[src/rtl/pcie_tl_pkg.sv]
// Shared transaction-layer definitions: word geometry, VC index type and the
// two-state scheduler encoding used by the egress arbiter.
package pcie_tl_pkg;

    localparam int LINE_SIZE = 12;
    localparam int NUM_VC    = 4;

    typedef logic [1:0] vc_idx_t;

    typedef enum logic {
        IDLE  = 1'b0,
        SERVE = 1'b1
    } arb_state_t;

endpackage

[src/rtl/rr_pick4.sv]
// Combinational four-way round-robin picker: returns the first requester found
// searching upward from last+1, wrapping, so that 'last' itself ranks lowest.
module rr_pick4
    import pcie_tl_pkg::*;
(
    input  logic [3:0] request,
    input  vc_idx_t    last,
    output vc_idx_t    grant,
    output logic       valid
);

    vc_idx_t cand;

    // Walk from lowest to highest priority so the highest-priority hit is written last.
    always_comb begin
        grant = '0;
        valid = 1'b0;
        cand  = '0;
        for (int k = 4; k >= 1; k--) begin
            cand = last + vc_idx_t'(k);
            if (request[cand]) begin
                grant = cand;
                valid = 1'b1;
            end
        end
    end

endmodule

[src/rtl/vc_egress_arbiter.sv]
// Merges the four virtual-channel FIFOs into one egress FIFO: round-robin grants
// with a bounded burst, one-cycle pop-to-push latency, almost_full back-pressure.
module vc_egress_arbiter
    import pcie_tl_pkg::*;
#(
    parameter int LINE_SIZE = pcie_tl_pkg::LINE_SIZE,
    parameter int NUM_VC    = pcie_tl_pkg::NUM_VC,
    parameter int BURST_MAX = 4
) (
    input  logic                        clk,
    input  logic                        reset,
    input  logic [NUM_VC-1:0]           vc_empty,
    input  logic [NUM_VC*LINE_SIZE-1:0] vc_data,
    input  logic                        almost_full_signal,
    output logic [NUM_VC-1:0]           pop_signal,
    output logic                        push_signal,
    output logic [LINE_SIZE-1:0]        data_out,
    output vc_idx_t                     active_vc,
    output logic                        idle
);

    localparam logic [3:0] BURST_LIM = 4'(BURST_MAX);

    arb_state_t           state_reg, state_next;
    vc_idx_t              last_grant_reg, last_grant_next;
    vc_idx_t              active_vc_reg, active_vc_next;
    logic [3:0]           burst_cnt_reg, burst_cnt_next;
    logic                 push_reg;
    logic [LINE_SIZE-1:0] data_out_reg;
    logic                 pop_any;
    vc_idx_t              pick_grant;
    logic                 pick_valid;
    logic [LINE_SIZE-1:0] vc_word [NUM_VC];

    generate
        for (genvar gi = 0; gi < NUM_VC; gi++) begin : g_unpack
            assign vc_word[gi] = vc_data[gi*LINE_SIZE +: LINE_SIZE];
        end
    endgenerate

    rr_pick4 u_pick (
        .request (~vc_empty),
        .last    (last_grant_reg),
        .grant   (pick_grant),
        .valid   (pick_valid)
    );

    always_comb begin
        state_next      = state_reg;
        last_grant_next = last_grant_reg;
        active_vc_next  = active_vc_reg;
        burst_cnt_next  = burst_cnt_reg;
        pop_any         = 1'b0;
        pop_signal      = '0;
        case (state_reg)
            IDLE: begin
                if (pick_valid && !almost_full_signal) begin
                    active_vc_next = pick_grant;
                    burst_cnt_next = '0;
                    state_next     = SERVE;
                end
            end
            SERVE: begin
                pop_any = !vc_empty[active_vc_reg] && !almost_full_signal
                          && (burst_cnt_reg < BURST_LIM);
                if (pop_any) begin
                    burst_cnt_next = burst_cnt_reg + 4'd1;
                end else begin
                    // Drained, stalled or bursted-out: this VC drops to lowest priority.
                    state_next      = IDLE;
                    last_grant_next = active_vc_reg;
                end
            end
            default: state_next = IDLE;
        endcase
        if (reset) begin
            pop_any = 1'b0;
        end
        pop_signal[active_vc_reg] = pop_any;
    end

    always_ff @(posedge clk) begin
        if (reset) begin
            state_reg      <= IDLE;
            last_grant_reg <= 2'd3;
            active_vc_reg  <= '0;
            burst_cnt_reg  <= '0;
            push_reg       <= 1'b0;
            data_out_reg   <= '0;
        end else begin
            state_reg      <= state_next;
            last_grant_reg <= last_grant_next;
            active_vc_reg  <= active_vc_next;
            burst_cnt_reg  <= burst_cnt_next;
            push_reg       <= pop_any;
            if (pop_any) begin
                data_out_reg <= vc_word[active_vc_reg];
            end
        end
    end

    assign push_signal = push_reg;
    assign data_out    = data_out_reg;
    assign active_vc   = active_vc_reg;
    assign idle        = (state_reg == IDLE) && !push_reg;

endmodule

[config.mk]
export PLATFORM = sky130hd
export DESIGN_NAME = vc_egress_arbiter
export DESIGN_NICKNAME = d
export VERILOG_FILES = /design/src/rtl/pcie_tl_pkg.sv /design/src/rtl/rr_pick4.sv /design/src/rtl/vc_egress_arbiter.sv
export SDC_FILE = /design/constraint.sdc
export NUM_CORES = 1
export LEC_CHECK = 0
export CAP_MARGIN = 10
export CORE_UTILIZATION = 38
export CTS_CLUSTER_DIAMETER = 30
export DETAILED_ROUTE_END_ITERATION = 8
export GPL_TIMING_DRIVEN = 1
export PLACE_DENSITY_LB_ADDON = 0.15
export SLEW_MARGIN = 10
export SYNTH_ARGS = -nofsm -noshare
export SYNTH_HDL_FRONTEND = slang
export SYNTH_SLANG_ARGS = --single-unit
[constraint.sdc]
create_clock -name clk -period 1.95 [get_ports clk]
set_input_delay 0.195 -clock clk [delete_from_list [all_inputs] [get_ports clk]]
set_output_delay 0.195 -clock clk [all_outputs]
set_load 0.05 [all_outputs]
# [Word level (Yosys, flattened, before mapping)]
# Cells that the tools add are included.
[op_classes] n_eq_ne=2 addsub=4 order_cmp=8 shift=0 n_bitwise=5 n_mux=31 n_reduce_logical=11 multipliers=0 n_div=0
[op_table] cell="$bmux 12 s2" count=1
[op_table] cell="$mux 12" count=2
[op_table] cell="$lt 2x3->1 const B" count=5
[op_table] cell="$mux 1" count=14
[op_table] cell="$bmux 1 s2" count=5
[op_table] cell="$mux 2" count=4
[op_table] cell="$mux 4" count=2
[op_table] cell="$pmux 4 s2" count=1
[op_table] cell="$reduce_and 2->1" count=3
[op_table] cell="$logic_and 1x1->1" count=5
[op_table] cell="$add 2x2->2 const B" count=2
[op_table] cell="$add 4x1->4 const B" count=1
[op_table] cell="$and 4x4->4" count=1
[op_table] cell="$lt 4x3->1 const B" count=1
[op_table] cell="$not 4->4" count=1
[op_table] cell="$ge 3x3->1 const B" count=1
[op_table] cell="$logic_not 1->1" count=3
[op_table] cell="$not 2->3" count=1
[op_table] cell="$add 2x1->2 const B" count=1
[op_table] cell="$demux 1 s2" count=1
[op_table] cell="$ge 2x1->1 const B" count=1
[op_table] cell="$ne 2x1->1 const B" count=1
[op_table] cell="$ne 2x2->1 const B" count=1
[op_table] cell="$not 1->1" count=2
[op_table] cell="$pmux 1 s2" count=1
[word_totals] output_inout_bits=20 memories=0 romBits=0 word_cells=67 mem_bits_rw=0 latch_bits=0 inputBits=55 register_bits=22

# [Depth between registers and ports, before layout]
# Gate-level depths: netlist (run 1).
[depth] depth_word=10 ltp_mapped=7 mapped_depth_nobuf=4

# [Cells and area by module]
# From an unflattened synthesis (run 1), not the netlist that was laid out.
[hier_totals] cells_unflattened=141 area_unflattened_um2=1363.8
[by_module_without_submodules] mod="vc_egress_arbiter" area_each_um2=1272.5 cells_each=127 instances=1 seq_area_each_um2=440.4
[by_module_without_submodules] mod="rr_pick4" area_each_um2=91.3 cells_each=14 instances=1 seq_area_each_um2=0.0

# [Worst setup path before layout (run 1)]
# OpenSTA, ideal clock, no wires.
[synth_path] kind="register to output" from="register active_vc_reg[1] (netlist: active_vc[1])" to="output port pop_signal[1]" arrival_ns=3.125 path_stages_with_launch=5 path_buffers=0 slack_ns=-1.370 cell_sequence="dfxtp_1 > mux2_4 > a221oi_4 > nand2_4 > nor4b_1"
[synth_via] elab_chain_len=8 elab_cells_between_ends=13 classes_between="order compare (2); mux (6); bitwise (1); reduce/logical (4)"
[synth_rtl] item="start, declared" line="vc_egress_arbiter.sv:26" source="vc_idx_t active_vc_reg, active_vc_next;"
[synth_rtl] item="start signal, assigned" line="vc_egress_arbiter.sv:93" source="active_vc_reg <= active_vc_next;"
[synth_rtl] item="$bmux 1 s2" line="vc_egress_arbiter.sv:64" source="pop_any = !vc_empty[active_vc_reg] && !almost_full_signal"
[synth_rtl] item="$mux 1 (not written as such)" line="vc_egress_arbiter.sv:64"
[synth_rtl] item="$logic_not 1->1" line="vc_egress_arbiter.sv:64"
[synth_rtl] item="$logic_and 1x1->1" line="vc_egress_arbiter.sv:64"
[synth_rtl] item="$logic_and 1x1->1" line="vc_egress_arbiter.sv:65" source="&& (burst_cnt_reg < BURST_LIM);"
[synth_rtl] item="$mux 1" line="vc_egress_arbiter.sv:55" source="case (state_reg)"
[synth_rtl] item="$mux 1" line="vc_egress_arbiter.sv:76" source="if (reset) begin"
[synth_rtl] item="$and 4x4->4 (no line) (*)"
[synth_rtl] item="end, declared" line="vc_egress_arbiter.sv:15" source="output logic [NUM_VC-1:0] pop_signal,"
# Mark *: on every way between the ends. The rest lies on a longest branch, timed or not. The select of a mux whose other input is x is not followed.

# [Worst setup path after layout (run 1)]
[layout_path] from="register active_vc_reg[1] (netlist: active_vc[1])" to="output port pop_signal[0]"
# Same word-level chain as after synthesis.

==> results of run 1 <==
kinds of logic after synthesis:
group / count (synthesis) / synth area share
multiplexers: 16 / 0.2356
flip-flops: 22 / 0.3277
buffers and inverters: 15 / 0.06052
AND/OR/NAND/NOR: 42 / 0.1723
adder cells (fa/ha/maj): 1 / 0.009309
AO/OA/AOI/OAI: 41 / 0.1946
repair_timing:
action | 4_1_cts | 5_1_grt
endpoints found under the setup margin | 4 | 5
buffers inserted | 1 | 2
pin swaps | 0 | 1
resized for setup | 0 | 1
layer usage:
metal	track usage	vias to the layer above	routed length (µm)
met2	0.3991	54	2083
met5	0	-	0
met3	0.03151	6	241
met1	0.2425	659	1671
met4	0.06667	0	31
li1	-	690	-
worst max-delay path: cells and delay by family, from the launching register on:
kind / cells / cell delay (ns)
compound gates: 1 / 0.29
buf+inv: 2 / 0.34
flops: 1 / 0.39
mux: 1 / 0.32
simple gates: 2 / 0.30
power by group through the flow:
stage | registers [mW] | logic, mW | clock network (mW)
floorplan | 0.532 | 0.205 | 0
global placement | 0.494 | 0.435 | 0
detailed placement | 0.495 | 0.445 | 0
CTS | 0.485 | 0.448 | 0.221
global route | 0.487 | 0.476 | 0.239
finish | 0.486 | 0.447 | 0.214
worst min-delay path by stage:
stage	cells after the start	to	slack (ns)
global placement	2	data_out[4]	0.46
floorplan	2	active_vc[0]	0.43
global route	2	data_out[5]	0.49
detailed placement	2	data_out[11]	0.47
finish	2	data_out[8]	0.49
CTS	2	data_out[11]	0.49
cell type report:
| class | instances | area, µm² |
|---|---|---|
| inverter | 3 | 11.26 |
| sequential | 22 | 445.4 |
| clock buffer | 4 | 26.28 |
| multi-input combinational | 100 | 867.1 |
| fill | 283 | 1022 |
| tap | 46 | 57.56 |
| timing repair buffer | 91 | 933.4 |
through the flow:
step,hold slack [ns],instances
global placement,0.4617,259
CTS,0.4858,264
detailed placement,0.4685,259
floorplan,0.4260,137
finish,0.4887,266
global route,0.4941,266
synth_stat cells (2+ instances only):
cell       n
buf_2      2
dfxtp_1   22
a21oi_1   16
clkbuf_1   6
o211ai_1   2
buf_4      2
buf_6      2
nand3_1   13
nor2_1    10
nor4b_1    2
mux2i_1    2
mux4_2    12
nand2_1    4
nor3_1     2
inv_1      3
o21ai_0   14
and2_1     2
==> impl_metrics.csv, run 1 <==
group,metric,value,unit
synthesis,synthCells,137,
place,port_buffers,74,
worst_setup_path,r2r-start,"active_vc[1]",
clocking,clk_pin_slew,0.11,ns
clocking,cts_sinks,22,
run_status,violations,"negative setup slack",
power,ir_worst_vdd,0.0003040,V
sta,rsz0062_at_grt,"true",
run_status,status,"finished, violations left",
final_layout,mostFrequentLayoutCell,"clkdlybuf4s50_1",
route,routed_wl,4027,µm
power,swShare,0.3083,
floorplan,design.core.area,3363,µm²
synthesis,yosysTopAreaCell,"dfxtp_1",
floorplan,pin_count,75,
route,post_drt_wl_per_cell,15.14,µm
synthesis,ys_seq_area_frac,0.3277,
worst_setup_path,crit_path_start_kind,"register",
power,p_per_area,490.1,nW/µm²
worst_setup_path,critPathKind,"register to output port",
power,pwr-share-comb,0.390,
clocking,cts-root-buf,"clkbuf_4",
power,pwr-share-clk,0.187,
sta,max_freq,0.4686,GHz
sta,fin_skew,0.005944,ns
floorplan,die_h,61.47,µm
hold_path,min_from,"data_out[8]",
final_layout,drive_gt1_frac,0.2273,
place,placed_cell_area,2290,µm²
floorplan,initial_utilization,0.3996,
final_layout,final_cell_mix,"68 x clkdlybuf4s50_1, 20 x dfxtp_1, 16 x a21oi_1, 16 x buf_4, 14 x o21ai_0",
sta,setup_viol,4,
worst_setup_path,cp_cell_sequence,"mux2_4 > a221oi_4 > nand2_4 > buf_4 > nor4_4 > buf_12",
synthesis,synth_cell_type_count,38,
grt,grtUsageTotal,0.2109,
flow_run,maxCapViolCount,0,
worst_setup_path,worst-r2r-cell-count,6,
sta,final-hold-violation-count,0,
grt,antenna_found_initial,0,
synthesis,synthArstFlopShare,0,
place,hpwlAfterDp,3236,µm
final_layout,nets,277,
synthesis,ys_top_cells_by_area,"dfxtp_1 33%, mux4_2 20%, a21oi_1 6.0%, o21ai_0 5.2%, nand3_1 4.8%",
worst_setup_path,crit_path_max_incr_delay,0.39,ns
worst_setup_path,cp_slowest_cell,"dfxtp_4",
synthesis,synth_enable_flop_cells,0,
worst_setup_path,crit_end,"pop_signal[0]",
grt,grt_overflow,0,
floorplan,die_x,61.47,µm
floorplan,num_rows,21,
sta,tightest_slew,0.5271,ns
final_layout,n_antenna_cell,0,
grt,grt_pass1_wl,5906,µm
sta,layout_setup_ws,-0.1841,ns
power,p_leak,0.8574,nW
floorplan,die_area,3778,µm²
synthesis,synth_nets,193,
clocking,clk_path_buf_depth,2,
power,p_switching,0.3537,mW
synthesis,avgSynthCellArea,9.809,µm²
clocking,cts_tree,"yes",
place,dpl_worst_slack,-0.1209,ns
power,p_total,1.147,mW
synthesis,synth-main-ff-cell,"dfxtp_1",
sta,slew_violations,0,
place,gp_congestion,0.8793,
route,viasPerCell,5.297,
grt,grt_max_degree,15,
sta,period_needed,2.134,ns
synthesis,synth_top_area_frac,0.3277,
final_layout,fin_util,0.6961,
worst_setup_path,end_kind,"output port",
worst_setup_path,rr_endpoint,"burst_cnt_reg[2]",
worst_setup_path,worst_ep_required_time,1.75,ns
synthesis,ys_ff_latch,22,
sta,slew_headroom,0.6475,
clocking,holdBufCountCts,0,
power,p_int,0.7936,mW
route,ant_nets,0,
synthesis,syn_area,1344,µm²
worst_setup_path,critPathMaxFanout,5,
power,p_seq_frac,0.423,
route,drcViolationCount,0,
grt,first_global_vias,1419,
synthesis,yosys_warnings,0,
hold_path,hp-class,"register to register",
clocking,cts_made_buffers,3,
route,via_count,1409,
final_layout,area_growth,74.21,%
worst_setup_path,rrSetupSlack,0.27,ns
clocking,clk_latency,0.30,ns
sta,min_period_over_period,1.094,
sta,tns,-0.6619,ns
route,drt_iter0_markers,50,
clocking,htreeDepth,1,
worst_setup_path,cp_data_arrival_time,1.94,ns
route,first_pass_iters,4,
final_layout,stdcell_area,2341,µm²
final_layout,largest_reg_flops,12,
worst_setup_path,worstSetupStartpoint,"active_vc[1]",
Note: power is estimated with default switching activity, not from simulation.
==> run 2, diff against run 1 <==
- CTS_CLUSTER_SIZE: not set -> 10
==> results of run 2 <==
The final DEF is identical to that of run 1; final timing and power are the same.
==> run 3, diff against run 2 <==
- GPL_ROUTABILITY_DRIVEN: not set -> 0
- PLACE_DENSITY: not set -> 0.84
- PLACE_DENSITY_LB_ADDON: 0.15 -> not set
- REMOVE_ABC_BUFFERS: not set -> 1
==> run 3 against run 2 <==
  * The run still ends with negative setup slack left
  * Clock skew decreased by 0.0020 ns
  * Maximum frequency rose by 0.43%
  * Die area stayed put
  * Combinational power is essentially flat
  * Utilization is 0.74 points higher
  * Largest cell class unchanged
  * Highest routed layer unchanged
==> impl_metrics.csv, run 3 (synthesized netlist as in run 1, its figures left out) <==
group,metric,value,unit
clocking,cts_sinks,22,
final_layout,nets,280,
power,p_seq_frac,0.377,
grt,grtUsageTotal,0.2123,
place,port_buffers,74,
grt,grt_max_degree,20,
worst_setup_path,crit_end,"pop_signal[2]",
clocking,clk_latency,0.31,ns
clocking,cts_tree,"yes",
power,swShare,0.2820,
run_status,violations,"negative setup slack",
final_layout,fillers,265,
clocking,clk_path_buf_depth,2,
clocking,holdBufCountCts,0,
sta,rsz0062_at_grt,"true",
worst_setup_path,crit_path_start_kind,"register",
clocking,htreeDepth,1,
final_layout,mostFrequentLayoutCell,"clkdlybuf4s50_1",
sta,min_period_over_period,1.090,
power,p_per_area,543.4,nW/µm²
final_layout,seq_area,444.2,µm²
worst_setup_path,rr_endpoint,"data_out[1]",
clocking,cts_made_buffers,3,
place,placed_cell_area,2267,µm²
floorplan,design.core.area,3363,µm²
sta,slew_headroom,0.6541,
hold_path,hp-class,"register to register",
floorplan,initial_utilization,0.3996,
sta,layout_setup_ws,-0.1750,ns
power,ir_worst_vdd,0.0003407,V
place,dpl_worst_slack,-0.1512,ns
sta,slew_violations,0,
floorplan,die_x,61.47,µm
worst_setup_path,worst_ep_required_time,1.75,ns
final_layout,fin_util,0.7035,
floorplan,die_area,3778,µm²
power,pwr-share-clk,0.274,
route,routed_wl,3933,µm
worst_setup_path,cp_data_arrival_time,1.93,ns
worst_setup_path,worst-r2r-cell-count,7,
final_layout,drive_gt1_frac,0.2511,
worst_setup_path,r2r-start,"burst_cnt_reg[2]",
route,viasPerCell,5.394,
sta,fin_skew,0.003939,ns
clocking,cts-root-buf,"clkbuf_4",
route,drt_iter0_markers,54,
grt,antenna_found_initial,0,
final_layout,n_antenna_cell,0,
power,pwr-share-comb,0.349,
route,ant_nets,0,
worst_setup_path,end_kind,"output port",
clocking,clk_pin_slew,0.13,ns
power,p_switching,0.3626,mW
route,first_pass_iters,4,
final_layout,final_cell_mix,"68 x clkdlybuf4s50_1, 20 x buf_4, 19 x dfxtp_1",
route,via_count,1451,
grt,grt_overflow,0,
power,p_total,1.286,mW
worst_setup_path,critPathKind,"register to output port",
final_layout,stdcell_area,2366,µm²
sta,setup_viol,4,
floorplan,pin_count,75,
final_layout,multiInputGateArea,849.6,µm²
place,hpwlAfterDp,3028,µm
grt,first_global_vias,1456,
floorplan,die_h,61.47,µm
power,p_leak,0.8676,nW
sta,final-hold-violation-count,0,
worst_setup_path,critPathMaxFanout,5,
flow_run,maxCapViolCount,0,
final_layout,area_growth,76.07,%
worst_setup_path,rrSetupSlack,0.20,ns
sta,tightest_slew,0.5172,ns
final_layout,largest_reg_flops,12,
run_status,status,"finished, violations left",
route,drcViolationCount,0,
power,p_int,0.9231,mW
sta,period_needed,2.125,ns
floorplan,num_rows,21,
place,place_inst,263,
grt,grt_pass1_wl,5899,µm
worst_setup_path,worstSetupStartpoint,"burst_cnt_reg[2]",
final_layout,fin_cells,269,
hold_path,min_from,"data_out[5]",
sta,max_freq,0.4706,GHz
route,post_drt_wl_per_cell,14.62,µm
[run 3: through the flow]
step,TNS (ns),hold slack [ns]
after detailed placement,-0.3415,0.4670
after CTS,-0.6203,0.4847
after floorplan,-15.60,0.2641
after global routing,-0.9128,0.5134
after global placement,-0.2538,0.4601
final,-0.5850,0.4841
[run 3: worst min path at each step]
| stage | to | slack, ns | depth (start not counted) |
|---|---|---|---|
| finish | data_out[5] | 0.48 | 2 |
| global route | data_out[4] | 0.51 | 2 |
| CTS | data_out[5] | 0.48 | 2 |
| detailed placement | data_out[5] | 0.47 | 2 |
| global placement | data_out[8] | 0.46 | 2 |
| floorplan | active_vc[1] | 0.26 | 1 |
[run 3: routing by layer]
metal,vias up,share of wire,global-route usage
li1,692,-,-
met1,697,0.39,0.2168
met4,0,0.011,0.07302
met3,4,0.070,0.04412
met5,-,0,0
met2,58,0.53,0.4224
[run 3: cell type report]
class                   count  area share
multi-input cells         100      0.3591
well taps                  46     0.02433
clock buffers               3    0.009519
repair buffers             94      0.4019
clock inverters             1     0.01269
inverters                   3    0.004759
flip-flops and latches     22      0.1877
[run 3: critical path, stage by stage, from the launching register on]
cell,delay [ns]
dfxtp_2,0.34
or3_4,0.40
a221oi_4,0.25
nand2_4,0.12
nor4b_2,0.22
buf_4,0.16
buf_12,0.12
[run 3: power groups by stage]
stage	clock network (mW)	logic (mW)	registers [mW]
after floorplan	0	0.152	0.550
after global placement	0	0.429	0.493
after detailed placement	0	0.437	0.494
after CTS	0.353	0.446	0.485
after global routing	0.373	0.478	0.487
final	0.353	0.449	0.485
[run 3: timing repair]
| action | CTS | global route |
|---|---|---|
| cloned | 0 | 0 |
| gates resized for setup | 5 | 2 |
| pin swaps | 0 | 1 |
| setup buffers | 1 | 1 |
| endpoints found under the setup margin | 4 | 4 |
| hold endpoints to repair | 0 | 0 |
